## config.mk

```make
export PLATFORM = sky130hd
export DESIGN_NAME = rocket_control_flat
export DESIGN_NICKNAME = d
export VERILOG_FILES = /design/src/rtl/rocket_control_pkg.sv /design/src/rtl/rocket_control_if.sv /design/src/rtl/rocket_control_hit_detect.sv /design/src/rtl/rocket_control.sv /design/src/flat_wrapper.sv
export SDC_FILE = /design/constraint.sdc
export NUM_CORES = 1
export LEC_CHECK = 0
export CAP_MARGIN = 20
export CORE_MARGIN = 8
export CORE_UTILIZATION = 35
export DETAILED_ROUTE_END_ITERATION = 12
export DONT_BUFFER_PORTS = 1
export PLACE_DENSITY = 0.56
export SYNTH_ARGS = -nofsm -noshare
export SYNTH_HDL_FRONTEND = slang
export SYNTH_SLANG_ARGS = --single-unit
```

## constraint.sdc

```tcl
create_clock -name clk -period 3.3 [get_ports clk]
set_input_delay 0.66 -clock clk [delete_from_list [all_inputs] [get_ports clk]]
set_output_delay 0.66 -clock clk [all_outputs]
set_load 0.03 [all_outputs]
```

## src/rtl/rocket_control_pkg.sv

```systemverilog
// Shared constants, sprite addresses and the state encoding for the player rocket.
package rocket_control_pkg;

    localparam int DAC_WIDTH         = 8;
    localparam int SPRITE_ADDR_WIDTH = 10;

    localparam int Y_LAUNCH    = 16;
    localparam int Y_TOP       = 240;
    localparam int ROCKET_STEP = 4;
    localparam int HIT_RADIUS  = 4;

    localparam int DEF_EXPLODE_TIME  = 3;
    localparam int DEF_COOLDOWN_TIME = 2;

    localparam int ADR_ROCKET  = 0;
    localparam int ADR_EXPLODE = 64;

    typedef enum logic [1:0] {
        IDLE     = 2'd0,
        FLY      = 2'd1,
        EXPLODE  = 2'd2,
        COOLDOWN = 2'd3
    } rocket_state_t;

endpackage

```

## src/rtl/rocket_control_if.sv

```systemverilog
// Rocket controller bus: game-side inputs and renderer/enemy-side outputs.
interface rocket_control_if
    import rocket_control_pkg::*;
#(
    parameter int OUT_WIDTH    = DAC_WIDTH,
    parameter int ADDRESSWIDTH = SPRITE_ADDR_WIDTH
) ();
    logic                    fire;
    logic [OUT_WIDTH-1:0]    xaim;
    logic                    speed_pulse;
    logic [OUT_WIDTH-1:0]    xenemy;
    logic [OUT_WIDTH-1:0]    yenemy;
    logic                    enemy_spawn;
    logic [OUT_WIDTH-1:0]    xrocket;
    logic [OUT_WIDTH-1:0]    yrocket;
    logic                    rocket_active;
    logic [ADDRESSWIDTH-1:0] adr_rocket;
    logic                    rockethit;
    logic                    ready;

    modport master (
        output fire, xaim, speed_pulse, xenemy, yenemy, enemy_spawn,
        input  xrocket, yrocket, rocket_active, adr_rocket, rockethit, ready
    );

    modport slave (
        input  fire, xaim, speed_pulse, xenemy, yenemy, enemy_spawn,
        output xrocket, yrocket, rocket_active, adr_rocket, rockethit, ready
    );
endinterface

```

## src/rtl/rocket_control_hit_detect.sv

```systemverilog
// Combinational box-collision test: both unsigned axis distances within radius, gated by enable.
module rocket_hit_detect #(
    parameter int OUT_WIDTH  = 8,
    parameter int HIT_RADIUS = 4
) (
    input  logic                 i_enable,
    input  logic [OUT_WIDTH-1:0] i_xa,
    input  logic [OUT_WIDTH-1:0] i_ya,
    input  logic [OUT_WIDTH-1:0] i_xb,
    input  logic [OUT_WIDTH-1:0] i_yb,
    output logic                 o_hit
);
    localparam logic [OUT_WIDTH-1:0] RADIUS = OUT_WIDTH'(HIT_RADIUS);

    // max-min keeps the distance unsigned without any wrap
    function automatic logic [OUT_WIDTH-1:0] abs_diff(input logic [OUT_WIDTH-1:0] a,
                                                      input logic [OUT_WIDTH-1:0] b);
        if (a >= b) begin
            return a - b;
        end else begin
            return b - a;
        end
    endfunction

    logic [OUT_WIDTH-1:0] w_dx;
    logic [OUT_WIDTH-1:0] w_dy;

    assign w_dx  = abs_diff(i_xa, i_xb);
    assign w_dy  = abs_diff(i_ya, i_yb);
    assign o_hit = i_enable & (w_dx <= RADIUS) & (w_dy <= RADIUS);
endmodule

```

## src/rtl/rocket_control.sv

```systemverilog
// Player rocket: launch at latched X, climb per speed_pulse, strobe rockethit on contact,
// then explosion and cooldown before re-arming.
module rocket_control
    import rocket_control_pkg::*;
#(
    parameter int OUT_WIDTH     = DAC_WIDTH,
    parameter int ADDRESSWIDTH  = SPRITE_ADDR_WIDTH,
    parameter int EXPLODE_TIME  = DEF_EXPLODE_TIME,
    parameter int COOLDOWN_TIME = DEF_COOLDOWN_TIME
) (
    input  logic             clk,
    input  logic             rst,
    rocket_control_if.slave  bus
);
    localparam int CNT_WIDTH = 8;

    rocket_state_t           r_state, w_state;
    logic [OUT_WIDTH-1:0]    r_x, w_x, r_y, w_y;
    logic                    r_active, w_active;
    logic                    r_hit, w_hit;
    logic                    r_ready, w_ready;
    logic [ADDRESSWIDTH-1:0] r_adr, w_adr;
    logic [CNT_WIDTH-1:0]    r_cnt, w_cnt;

    logic                    w_hit_en;
    logic                    w_hit_det;
    logic [OUT_WIDTH:0]      w_y_step;
    logic [CNT_WIDTH-1:0]    w_cnt_inc;
    logic                    w_explode_done;
    logic                    w_cooldown_done;

    assign w_hit_en        = (r_state == FLY) & bus.enemy_spawn;
    assign w_y_step        = {1'b0, r_y} + (OUT_WIDTH+1)'(ROCKET_STEP);
    assign w_cnt_inc       = r_cnt + CNT_WIDTH'(1);
    assign w_explode_done  = 32'(w_cnt_inc) >= EXPLODE_TIME;
    assign w_cooldown_done = 32'(w_cnt_inc) >= COOLDOWN_TIME;

    rocket_hit_detect #(
        .OUT_WIDTH  (OUT_WIDTH),
        .HIT_RADIUS (HIT_RADIUS)
    ) u_hit_detect (
        .i_enable (w_hit_en),
        .i_xa     (r_x),
        .i_ya     (r_y),
        .i_xb     (bus.xenemy),
        .i_yb     (bus.yenemy),
        .o_hit    (w_hit_det)
    );

    // Next-state and next-output decode; hit has priority over motion in FLY
    always_comb begin
        w_state  = r_state;
        w_x      = r_x;
        w_y      = r_y;
        w_active = r_active;
        w_hit    = 1'b0;
        w_ready  = r_ready;
        w_adr    = r_adr;
        w_cnt    = r_cnt;
        case (r_state)
            IDLE: begin
                if (bus.fire) begin
                    w_state  = FLY;
                    w_x      = bus.xaim;
                    w_y      = OUT_WIDTH'(Y_LAUNCH);
                    w_active = 1'b1;
                    w_ready  = 1'b0;
                    w_adr    = ADDRESSWIDTH'(ADR_ROCKET);
                    w_cnt    = '0;
                end else begin
                    w_ready  = 1'b1;
                end
            end
            FLY: begin
                if (w_hit_det) begin
                    w_state = EXPLODE;
                    w_hit   = 1'b1;
                    w_adr   = ADDRESSWIDTH'(ADR_EXPLODE);
                    w_cnt   = '0;
                end else if (bus.speed_pulse) begin
                    if (w_y_step >= (OUT_WIDTH+1)'(Y_TOP)) begin
                        w_state  = COOLDOWN;
                        w_y      = OUT_WIDTH'(Y_TOP);
                        w_active = 1'b0;
                        w_cnt    = '0;
                    end else begin
                        w_y      = w_y_step[OUT_WIDTH-1:0];
                    end
                end else begin
                    w_state = FLY;
                end
            end
            EXPLODE: begin
                if (bus.speed_pulse) begin
                    if (w_explode_done) begin
                        w_state  = COOLDOWN;
                        w_active = 1'b0;
                        w_adr    = ADDRESSWIDTH'(ADR_ROCKET);
                        w_cnt    = '0;
                    end else begin
                        w_cnt    = w_cnt_inc;
                    end
                end else begin
                    w_cnt = r_cnt;
                end
            end
            COOLDOWN: begin
                if (COOLDOWN_TIME == 0) begin
                    w_state = IDLE;
                    w_ready = 1'b1;
                    w_cnt   = '0;
                end else if (bus.speed_pulse) begin
                    if (w_cooldown_done) begin
                        w_state = IDLE;
                        w_ready = 1'b1;
                        w_cnt   = '0;
                    end else begin
                        w_cnt   = w_cnt_inc;
                    end
                end else begin
                    w_cnt = r_cnt;
                end
            end
            default: begin
                w_state  = IDLE;
                w_active = 1'b0;
                w_ready  = 1'b1;
                w_adr    = ADDRESSWIDTH'(ADR_ROCKET);
                w_cnt    = '0;
            end
        endcase
    end

    // State and output registers with synchronous reset
    always_ff @(posedge clk) begin
        if (rst) begin
            r_state  <= IDLE;
            r_x      <= '0;
            r_y      <= '0;
            r_active <= 1'b0;
            r_hit    <= 1'b0;
            r_ready  <= 1'b1;
            r_adr    <= ADDRESSWIDTH'(ADR_ROCKET);
            r_cnt    <= '0;
        end else begin
            r_state  <= w_state;
            r_x      <= w_x;
            r_y      <= w_y;
            r_active <= w_active;
            r_hit    <= w_hit;
            r_ready  <= w_ready;
            r_adr    <= w_adr;
            r_cnt    <= w_cnt;
        end
    end

    assign bus.xrocket       = r_x;
    assign bus.yrocket       = r_y;
    assign bus.rocket_active = r_active;
    assign bus.adr_rocket    = r_adr;
    assign bus.rockethit     = r_hit;
    assign bus.ready         = r_ready;
endmodule

```

## src/flat_wrapper.sv

```systemverilog
// flat-port wrapper written by rule: the top's interface ports become plain ports
module rocket_control_flat import rocket_control_pkg::*;
#(
    parameter int OUT_WIDTH     = DAC_WIDTH,
    parameter int ADDRESSWIDTH  = SPRITE_ADDR_WIDTH,
    parameter int EXPLODE_TIME  = DEF_EXPLODE_TIME,
    parameter int COOLDOWN_TIME = DEF_COOLDOWN_TIME
)
  (clk, rst, bus_fire, bus_xaim, bus_speed_pulse, bus_xenemy, bus_yenemy, bus_enemy_spawn, bus_xrocket, bus_yrocket, bus_rocket_active, bus_adr_rocket, bus_rockethit, bus_ready);
  rocket_control_if #(.OUT_WIDTH(OUT_WIDTH), .ADDRESSWIDTH(ADDRESSWIDTH)) bus_i ();
  input  logic clk;
  input  logic rst;
  input wire logic [$bits(bus_i.fire)-1:0] bus_fire;
  input wire logic [$bits(bus_i.xaim)-1:0] bus_xaim;
  input wire logic [$bits(bus_i.speed_pulse)-1:0] bus_speed_pulse;
  input wire logic [$bits(bus_i.xenemy)-1:0] bus_xenemy;
  input wire logic [$bits(bus_i.yenemy)-1:0] bus_yenemy;
  input wire logic [$bits(bus_i.enemy_spawn)-1:0] bus_enemy_spawn;
  output wire logic [$bits(bus_i.xrocket)-1:0] bus_xrocket;
  output wire logic [$bits(bus_i.yrocket)-1:0] bus_yrocket;
  output wire logic [$bits(bus_i.rocket_active)-1:0] bus_rocket_active;
  output wire logic [$bits(bus_i.adr_rocket)-1:0] bus_adr_rocket;
  output wire logic [$bits(bus_i.rockethit)-1:0] bus_rockethit;
  output wire logic [$bits(bus_i.ready)-1:0] bus_ready;
  assign bus_i.fire = bus_fire;
  assign bus_i.xaim = bus_xaim;
  assign bus_i.speed_pulse = bus_speed_pulse;
  assign bus_i.xenemy = bus_xenemy;
  assign bus_i.yenemy = bus_yenemy;
  assign bus_i.enemy_spawn = bus_enemy_spawn;
  assign bus_xrocket = bus_i.xrocket;
  assign bus_yrocket = bus_i.yrocket;
  assign bus_rocket_active = bus_i.rocket_active;
  assign bus_adr_rocket = bus_i.adr_rocket;
  assign bus_rockethit = bus_i.rockethit;
  assign bus_ready = bus_i.ready;
  rocket_control #(.OUT_WIDTH(OUT_WIDTH), .ADDRESSWIDTH(ADDRESSWIDTH), .EXPLODE_TIME(EXPLODE_TIME), .COOLDOWN_TIME(COOLDOWN_TIME)) u_core (.clk(clk), .rst(rst), .bus(bus_i));
endmodule
```

Word level (Yosys, flattened, before mapping)
Index checks and enable logic that the tools add are counted.
{ "classes": {"add_sub_neg": 6, "n_lt_le_gt_ge": 7, "n_eq_ne": 15, "n_mux": 42, "n_bitwise": 4, "reduce_logical": 12} }
{ "op_table": {"columns": ["operator", "count"], "rows": [
  ["$mux W8", 14],
  ["$mux W10", 4],
  ["$pmux W8 S4", 1],
  ["$sub A8 B8 Y8", 4],
  ["$pmux W10 S3", 1],
  ["$ge A8 B2 Y1 const B", 2],
  ["$ge A8 B8 Y1", 2],
  ["$le A8 B3 Y1 const B", 2],
  ["$mux W2", 8],
  ["$pmux W8 S2", 1],
  ["$ne A2 B2 Y1 const B", 7],
  ["$mux W1", 10],
  ["$reduce_and A5 Y1", 2],
  ["$add A8 B3 Y9 const B", 1],
  ["$ge A9 B8 Y1 const B", 1],
  ["$add A8 B1 Y8 const B", 1],
  ["$pmux W2 S4", 1],
  ["$reduce_and A7 Y1", 1],
  ["$ne A3 B3 Y1 const B", 2],
  ["$reduce_and A6 Y1", 1],
  ["$eq A2 B2 Y1 const B", 2],
  ["$ne A2 B1 Y1 const B", 2],
  ["$ne A4 B4 Y1 const B", 1],
  ["$reduce_and A4 Y1", 1],
  ["11 further kinds", 14]
]} }
{ "word_totals": {"ff_bits": 39, "in_bits": 29, "out_inout_bits": 29, "wordCells": 94} }

Logic depth before layout (Yosys ltp)
Gate-level depths: netlist of run 1.
{ "logic_depth": {"ltp_word": 7, "depth_mapped": 12} }

Modules after synthesis
Synthesis of run 1 repeated with hierarchy kept, for this count alone.
{ "hier_totals": {"cells_unflattened": 377, "area_unflattened_um2": 2894.0} }
{ "modules_own_cells": {"columns": ["module", "n_inst", "cells_each", "area_each_um2"], "rows": [
  ["rocket_control", 1, 191, 1639.1],
  ["rocket_hit_detect", 1, 186, 1255.0]
]} }

Least setup slack after synthesis of run 1
OpenSTA, ideal clock, no wires.
{ "synth_timing": {"path_kind": "register to register", "start": "reg u_core.r_y[2] (netlist: u_core.bus.yrocket[2])", "end": "reg u_core.r_cnt[0]", "setup_time_ns": 0.121, "arrival_ns": 3.031, "required_ns": 3.179, "path_slack_ns": 0.148, "stages_incl_launch_ff": 11, "path_buffers": 0, "period_less_slack_ns": 3.152, "cell_sequence": "dfxtp_1 -> inv_1 -> ha_1 -> o21a_1 -> o32ai_1 -> a32oi_2 -> xnor2_1 -> nor4_4 -> o2111ai_2 -> a21boi_4 -> mux2_2"} }
{ "synth_via": {"elab_chain_cells": 6, "elab_cells_between_ends": 13} }
{ "synth_rtl": {"columns": ["element", "line", "rtl"], "rows": [
  ["start, declared", "rocket_control.sv:18", "logic [OUT_WIDTH-1:0] r_x, w_x, r_y, w_y;"],
  ["start signal, assigned", "rocket_control.sv:148", "r_y <= w_y;"],
  ["$sub A8 B8 Y8, or another cell as far along", "rocket_control_hit_detect.sv:21", "return b - a;"],
  ["$mux W8", "rocket_control_hit_detect.sv:18", "if (a >= b) begin"],
  ["$le A8 B3 Y1", "rocket_control_hit_detect.sv:30", "assign o_hit = i_enable & (w_dx <= RADIUS) & (w_dy <= RADIUS);"],
  ["$and A1 B1 Y1", "rocket_control_hit_detect.sv:30", null],
  ["$ne A3 B3 Y1 (no line) / $mux W8 (equally long branches)", null, null],
  ["$reduce_and A5 Y1 (no line) / $pmux W8 S4 (equally long branches)", null, null],
  ["end signal, assigned", "rocket_control.sv:153", "r_cnt <= w_cnt;"],
  ["end, declared", "rocket_control.sv:23", "logic [CNT_WIDTH-1:0] r_cnt, w_cnt;"]
]} }
Several ways; a longest one is shown, not always the timed one.
A chain may end at the register's enable or synchronous reset.

Worst setup path after layout of run 1
{ "layout_timing": {"start": "reg u_core.r_y[2] (netlist: u_core.bus.yrocket[2])", "end": "reg u_core.r_state[0]"} }
{ "layout_via": {"elab_chain_cells": 6, "elab_cells_between_ends": 12} }
{ "layout_rtl": {"columns": ["element", "line", "rtl"], "rows": [
  ["$sub A8 B8 Y8, or another cell as far along", "rocket_control_hit_detect.sv:21", null],
  ["$mux W8", "rocket_control_hit_detect.sv:18", null],
  ["$le A8 B3 Y1", "rocket_control_hit_detect.sv:30", null],
  ["$and A1 B1 Y1", "rocket_control_hit_detect.sv:30", null],
  ["$ne A4 B4 Y1 (no line) / $mux W2 (equally long branches)", null, null],
  ["$reduce_and A6 Y1 (no line) / $pmux W2 S4 (equally long branches)", null, null],
  ["end signal, assigned", "rocket_control.sv:146", "r_state <= w_state;"],
  ["end, declared", "rocket_control.sv:17", "rocket_state_t r_state, w_state;"]
]} }
Several ways; a longest one is shown, not always the timed one.

==> results of run 1 <==
==> worst reg2reg max path, delay by kind of cell (launching register included) <==
family | cells | cell delay (ps)
and+or+nand+nor | 1 | 330
xor gates and xnor gates | 1 | 180
DFF | 1 | 340
AOI/OAI and AO/OA | 6 | 1690
buffers and inverters | 1 | 70
adders and majority gates | 1 | 310
==> cells by family (layout without fill, tap and decap cells) <==
logic type,after synthesis,count (layout)
AND/OR/NAND/NOR,130,130
other,1,11
XOR/XNOR,6,6
multiplexers,9,9
adder cells (fa/ha/maj),35,35
AO/OA/AOI/OAI,90,90
flip-flops,28,28
buffers and inverters,60,65
==> power groups by stage <==
stage          Clock (µW)  Sequential, µW  Combinational (µW)
6_report              288             420                 782
5_1_grt               307             427                 869
4_1_cts               296             421                 787
3_5_place_dp            0             429                 782
3_3_place_gp            0             429                 777
2_1_floorplan           0             479                 543
==> flip-flops by register name (all words and copies together) (netlist names) <==
register,cells
u_core.r_state,2
u_core.bus.ready,1
u_core.bus.rocket_active,1
u_core.bus.yrocket,6
u_core.bus.xrocket,8
u_core.bus.adr_rocket,1
u_core.bus.rockethit,1
u_core.r_cnt,8
==> layout make-up <==
class	instances	area, µm²
Clock buffer	3	41.3
Fill cell	832	4670
Sequential cell	28	561
Clock inverter	1	30.0
Multi-Input combinational cell	281	2030
Timing Repair Buffer	23	173
Inverter	38	143
Tap cell	102	128
==> per-layer routing <==
metal | part of all wire [%] | wire (µm) | vias to the layer above
met1 | 45 | 3300 | 1221
li1 | - | - | 1323
met2 | 47 | 3450 | 58
met4 | 1.0 | 75 | 0
met3 | 7.3 | 537 | 7
met5 | 0 | 0 | -
==> placed cells by master, fill, tap and decap left out, drive strengths merged, types with 4 or more instances in the layout <==
master and instances:
dfxtp 28, mux2 4, nor4 5, nand3b 5, or3 6, mux2i 5, conb 11, o22ai 6
a211oi 4, ha 35, nor2 21, nand4 6, buf 23, o2111ai 4, nor2b 7, a21o 7
nand2 24, nor3 10, nor3b 7, nand3 21, o31ai 4, inv 38, a21oi 22, o21ai 7
o211ai 5, o21a 5, and3 6
==> per-stage QoR <==
step / cell area [µm²] / std cells / utilization [%] / total power, µW / setup slack, ps
3_3_place_gp: 3030 / 472 / 39.0 / 1210 / 132
4_1_cts: 3100 / 476 / 39.9 / 1500 / 285
2_1_floorplan: 2860 / 369 / - / 1020 / 148
5_1_grt: 3100 / 476 / 39.9 / 1600 / 100
3_5_place_dp: 3030 / 472 / 39.0 / 1210 / 59.2
6_report: 3100 / 476 / 39.9 / 1490 / 284
==> worst min path at each step <==
stage,start,cells after the start,endpoint
after global placement,u_core.r_cnt[5],1,u_core.r_cnt[5]
after global routing,rst,1,u_core.bus.xrocket[0]
after detailed placement,u_core.r_cnt[6],1,u_core.r_cnt[6]
after CTS,rst,1,u_core.bus.xrocket[0]
after floorplan,u_core.r_cnt[7],1,u_core.r_cnt[7]
final,rst,1,u_core.bus.xrocket[0]
==> metrics.md, run 1 <==
| Metric | Value |
|---|---|
| CP Class | flip-flop to flip-flop |
| Layout Nets | 439 |
| First-pass DRT Iterations | 4 |
| Synth Area in XOR/XNOR | 1.86% |
| Stages on worst setup path | 10 |
| Post-synthesis mux area share | 3.37% |
| CP Capture Type | flip-flop |
| Tcrit/Tclk final | 91.4% |
| Outcome | finished, final reports clean |
| Reg2reg path depth | 10 |
| Met1 Track Usage GR | 15.9% |
| Clk network pwr share | 19.3% |
| Met3 Track Usage GR | 3.47% |
| Fmax | 0.332 GHz |
| Die height | about 110 µm |
| R2r setup slk | 280 ps |
| Worst EP required | ~3500 ps |
| Area growth syn-to-layout | 9.79% |
| Max_cap viols | 0 |
| Most frequent cell after synthesis | inv_1 |
| Largest area contributor in the netlist | dfxtp_1 |
| Cell leakage power | 0.00137 µW |
| Synth unique cells | 66 |
| Post-DP HPWL | 5980 µm |
| Fin. Hold Viols | 0 |
| Slew Limit Fails | 0 |
| PostCTS Resize Cnt | 0 |
| Drt total wl | ~7400 µm |
| DR iter-0 viols | 110 |
| GRT Total Usage | about an eighth |
| Routed Antenna Nets | 0 |
| Post-layout min period | 3020 ps |
| Combinational Power Share | ~53% |
| Sequential-to-total area share from yosys stat | 19.8% |
| Slew margin rel. | between 50% and 60% |
| Internal | 841 µW |
| DRC | 0 |
| CP Cell Sequence | inv_1 -> ha_1 -> o21a_1 -> o32ai_1 -> a32oi_2 -> xnor2_1 -> nor4_4 -> o2111ai_2 -> a211o_1 -> a32o_1 |
| Top post-synthesis cells by area | dfxtp_1 20%, ha_1 16%, inv_1 5.1% |
| FP Rows | 32 |
| Synth top cells by count | 38 x inv_1, 35 x ha_1, 28 x dfxtp_1 |
| Cts hold-fix bufs | 0 |
| CP startpoint | u_core.bus.yrocket[2] |
| Mapped cell area | about 0.0028 mm² |
| Area share of the largest cell type after synthesis | approximately a fifth |
| Initial antenna violation count | 0 |
| Delay-heaviest family, CP | compound AO/OA/AOI/OAI gates |
| Worst-skew pair later-pin latency | 290 ps |
| Synth Area in Simple Gates | around a quarter |
| Global route total overflow | 0 |
| RSZ-0062 raised after global routing | false |
| CTS tree | done |
| I/O Buffers | 0 |
| Synth warn | 0 |
| Area fraction in compound gates after synthesis | 23.7% |
| Diodes inserted | 0 |
| Die area | approximately 0.011 mm² |
| Sequential fraction of design power | 28.2% |
| Postcts setup bufs | 0 |
| Clock Pin Slew Worst Setup and Hold Paths | 110 ps |
| First-pass GRT wire length | 12300 µm |
| Core ar. | a little under 0.008 mm² |
| Io pins | 58 |
| Sw Ratio | 43.5% |
| Worst EP arrival | roughly 3200 ps |
| Primary FF master, synth | dfxtp_1 |
| Clock Skew | 5.69 ps |
| Slowest Stage Delay on Critical Path | 480 ps |
| Post-DR wirelength/cell | 15.5 µm |
| Net switching power | roughly 650 µW |
| Avg Inst Size Synth | 7.87 µm² |
| Largest family of logic cells by synthesized area | simple AND/OR/NAND/NOR gates |
| Via density | 5.48 |
| Yosys reg bits | 28 |
| Grt peak-use layer | met2 |
| Sum Neg Setup Slack | 0 ps |
| Vias in the first global route | 2529 |
| Gate Count Post-Synth | 359 |
| Clk sinks | 28 |
| Total CTS buffers | 3 |
| Reg-to-reg endpoint | u_core.r_state[0] |
| Max FO, Critical Path | 3 |
| Crit start category | flip-flop |
| Clock root buffer | clkbuf_8 |
| Met2 Use GR | 21.9% |
| Share of cells above drive strength 1 | 12.3% |
| Max clock buf depth | 2 |
| CTS H-tree lvls | 1 |
| Largest net degree at the start of global routing | 31 |
| Peak supply drop | 0.328 mV |
| Crit path buf inv count | 1 |
| Die width | between 100 and 150 µm |
| Reg2reg start | u_core.bus.yrocket[2] |
| Worst-Margin Slew | 647 ps |
| Fin Hold WS | 432 ps |
| Critical path capture point | u_core.r_state[0] |
| Initial Util | between 30% and 40% |
| Total number of vias | ~2600 |
| Pwr/cell area | roughly 480 mW/mm² |
| Gpl congestion | 0.872 |
| Async S/R FF share, synth | 0% |
| Post-synth EDFFs | 0 |
| Hold Crit Class | primary input to flip-flop |
| Slowest cell on the critical path | o32ai_1 |
| Adder-cell share of the synthesized area | 15.5% |
| # setup viols final | 0 |
Note: power is estimated with default switching activity, not from simulation.
==> run 2: changes to the inputs <==
MAX_ROUTING_LAYER = met4   (was default)
RECOVER_POWER = 100   (was default)
==> run 2 against run 1 <==
  * Worst setup slack lost 18 ps
  * Clock-buffer cell count is the same
  * Final cell count shrank 0.21%
  * Critical path type unchanged
  * Final area shrank 1.8%
  * Critical path depth is the same
  * Wire length shrank 1.4%
  * Clock power shrank 2%
  * Clock skew grew 3.8 ps
  * Maximum frequency shrank 0.60%
  * Highest routed layer unchanged
  * Die area is the same
==> metrics.md, run 2 (same netlist as run 1, synthesis figures left out) <==
| Metric | Value |
|---|---|
| Outcome | finished, final reports clean |
| Vias in the first global route | about 2500 |
| Clock Skew | between 9 and 10 ps |
| Initial antenna violation count | 0 |
| Core ar. | 0.00777 mm² |
| Commonest non-fill, non-tap cell in the layout | inv_1 |
| Die height | 106 µm |
| Total CTS buffers | 3 |
| Combinational Power Share | 51.8% |
| Clk network pwr share | 19.3% |
| Post-DR wirelength/cell | 15.3 µm |
| CTS H-tree lvls | 1 |
| Fmax | 0.330 GHz |
| Die area | 0.0112 mm² |
| Setup ws final | 266 ps |
| Delay-heaviest family, CP | compound AO/OA/AOI/OAI gates |
| Met2 Use GR | 21.8% |
| Slowest Stage Delay on Critical Path | 580 ps |
| CP Class | flip-flop to flip-flop |
| I/O Buffers | 0 |
| Hold Crit Class | primary input to flip-flop |
| HP Start | rst |
| Area growth syn-to-layout | 7.80% |
| Storage cell area | 561 µm² |
| Worst-Margin Slew | 729 ps |
| Internal | 814 µW |
| Net switching power | between 600 and 700 µW |
| Die width | 106 µm |
| Clock Pin Slew Worst Setup and Hold Paths | 110 ps |
| First-pass DRT Iterations | 5 |
| Sw Ratio | between 40% and 50% |
| Grt peak-use layer | met2 |
| Clock root buffer | clkbuf_8 |
| First-pass GRT wire length | 12100 µm |
| Sequential fraction of design power | between 20% and 30% |
| PostCTS Resize Cnt | 0 |
| Io pins | 58 |
| Initial Util | 36.4% |
| Global route total overflow | 0 |
| Met1 Track Usage GR | 15.9% |
| Max clock buf depth | 2 |
| Gpl congestion | slightly below 0.9 |
| Max_cap viols | 0 |
| Area of the multi-input gates | 0.00203 mm² |
| Postcts setup bufs | 0 |
| Total number of vias | about 2600 |
| Post-DP HPWL | 5870 µm |
| Slowest cell on the critical path | nor3_1 |
| DRC | 0 |
| Crit start category | flip-flop |
| Layout Nets | about 440 |
| GRT Total Usage | approximately an eighth |
| Diodes inserted | 0 |
| Hold endpoint | u_core.bus.xrocket[1] |
| Clk sinks | 28 |
| Fin. Hold Viols | 0 |
| Worst EP arrival | 3160 ps |
| Pre-CTS setup slack | 50.3 ps |
| Reg2reg path depth | 10 |
| Crit path buf inv count | 1 |
| Sum Neg Setup Slack | 0 ps |
| Post-layout min period | 3030 ps |
| Tcrit/Tclk final | 92.0% |
| CP Cell Sequence | inv_1 -> ha_1 -> o21a_1 -> o32ai_1 -> a32oi_2 -> xnor2_1 -> nor4_4 -> o2111a_1 -> nor3_1 -> a221oi_1 |
| RSZ-0062 raised after global routing | false |
| Reg2reg start | u_core.bus.yrocket[2] |
| Cell leakage power | 0.00131 µW |
| FP Rows | 32 |
| # setup viols final | 0 |
| Slew Limit Fails | 0 |
| Share of cells above drive strength 1 | 8.31% |
| Cts hold-fix bufs | 0 |
| Routed Antenna Nets | 0 |
| Drt total wl | 7270 µm |
| Worst EP required | 3430 ps |
| Reg-to-reg endpoint | u_core.bus.yrocket[6] |
| Worst-skew pair later-pin latency | roughly 280 ps |
| Met3 Track Usage GR | 2.86% |
| Largest net degree at the start of global routing | 31 |
| Slew margin rel. | ~51% |
| Pwr/cell area | about 480 mW/mm² |
| CTS tree | done |
| Max FO, Critical Path | 6 |
| Fill cells | 838 |
| DR iter-0 viols | 120 |
| Peak supply drop | 0.317 mV |
| Via density | 5.51 |
| CP Capture Type | flip-flop |
| Most frequent cells in the layout | 38 x inv_1, 35 x ha_1, 28 x dfxtp_1 |
| Depth of the worst hold-timing path | 1 |
| R2r setup slk | roughly 270 ps |
run 2: changes by cell type in the layout (fill, tap and decap cells not counted):
cell / before / now
and4bb_1: 0 / 1
and4bb_2: 2 / 1
clkbuf_1: 0 / 13
buf_4: 23 / 9
run 2: cell type report:
cell class,count,share of cell area (%)
clock buffer,3,1.36
inverter,38,4.69
clock inverter,1,0.986
sequential,28,18.4
multi-input combinational,281,66.5
timing repair buffer,22,3.82
tap,102,4.19
run 2: power by group through the flow:
stage / registers (µW) / clock network (µW) / logic, µW
finish: 421 / 281 / 755
CTS: 422 / 289 / 780
detailed placement: 430 / 0 / 777
global placement: 429 / 0 / 778
floorplan: 479 / 0 / 543
global route: 426 / 305 / 836
run 2: how the worst max path moves through the flow:
stage	start	slack (ps)	to	cells past startpoint
after floorplan	u_core.bus.yrocket[2]	150	u_core.r_cnt[0]	10
after global placement	bus_xenemy[4]	40	u_core.r_state[0]	9
after detailed placement	bus_yenemy[2]	50	u_core.r_state[0]	9
after CTS	u_core.bus.yrocket[2]	250	u_core.r_state[0]	10
after global routing	u_core.bus.xrocket[2]	40	u_core.bus.yrocket[6]	10
final	u_core.bus.yrocket[2]	270	u_core.bus.yrocket[6]	10
run 2: per-stage QoR:
stage	util (%)	instances	hold slack (ps)	total power, µW	area, µm²
3_5_place_dp	38.9	471	477	1210	3020
3_3_place_gp	38.9	471	473	1210	3020
5_1_grt	39.2	475	412	1570	3040
2_1_floorplan	-	369	466	1020	2860
4_1_cts	39.8	475	426	1490	3090
6_report	39.2	475	434	1460	3040
run 2: metal layers:
| layer | vias up | part of all wire (%) | routed length, µm |
|---|---|---|---|
| li1 | 1311 | - | - |
| met3 | 6 | 6.5 | 469 |
| met5 | - | 0 | 0 |
| met4 | 0 | 0.84 | 61 |
| met1 | 1224 | 46 | 3380 |
| met2 | 74 | 46 | 3360 |
run 2: worst reg2reg max path, cell delays in order (launching register included):
cell and delay [ps]:
dfxtp_1 360, inv_1 80, ha_1 310, o21a_1 200, o32ai_1 480, a32oi_2 180, xnor2_1 250, nor4_4 90
o2111a_1 160, nor3_1 580, a221oi_1 190
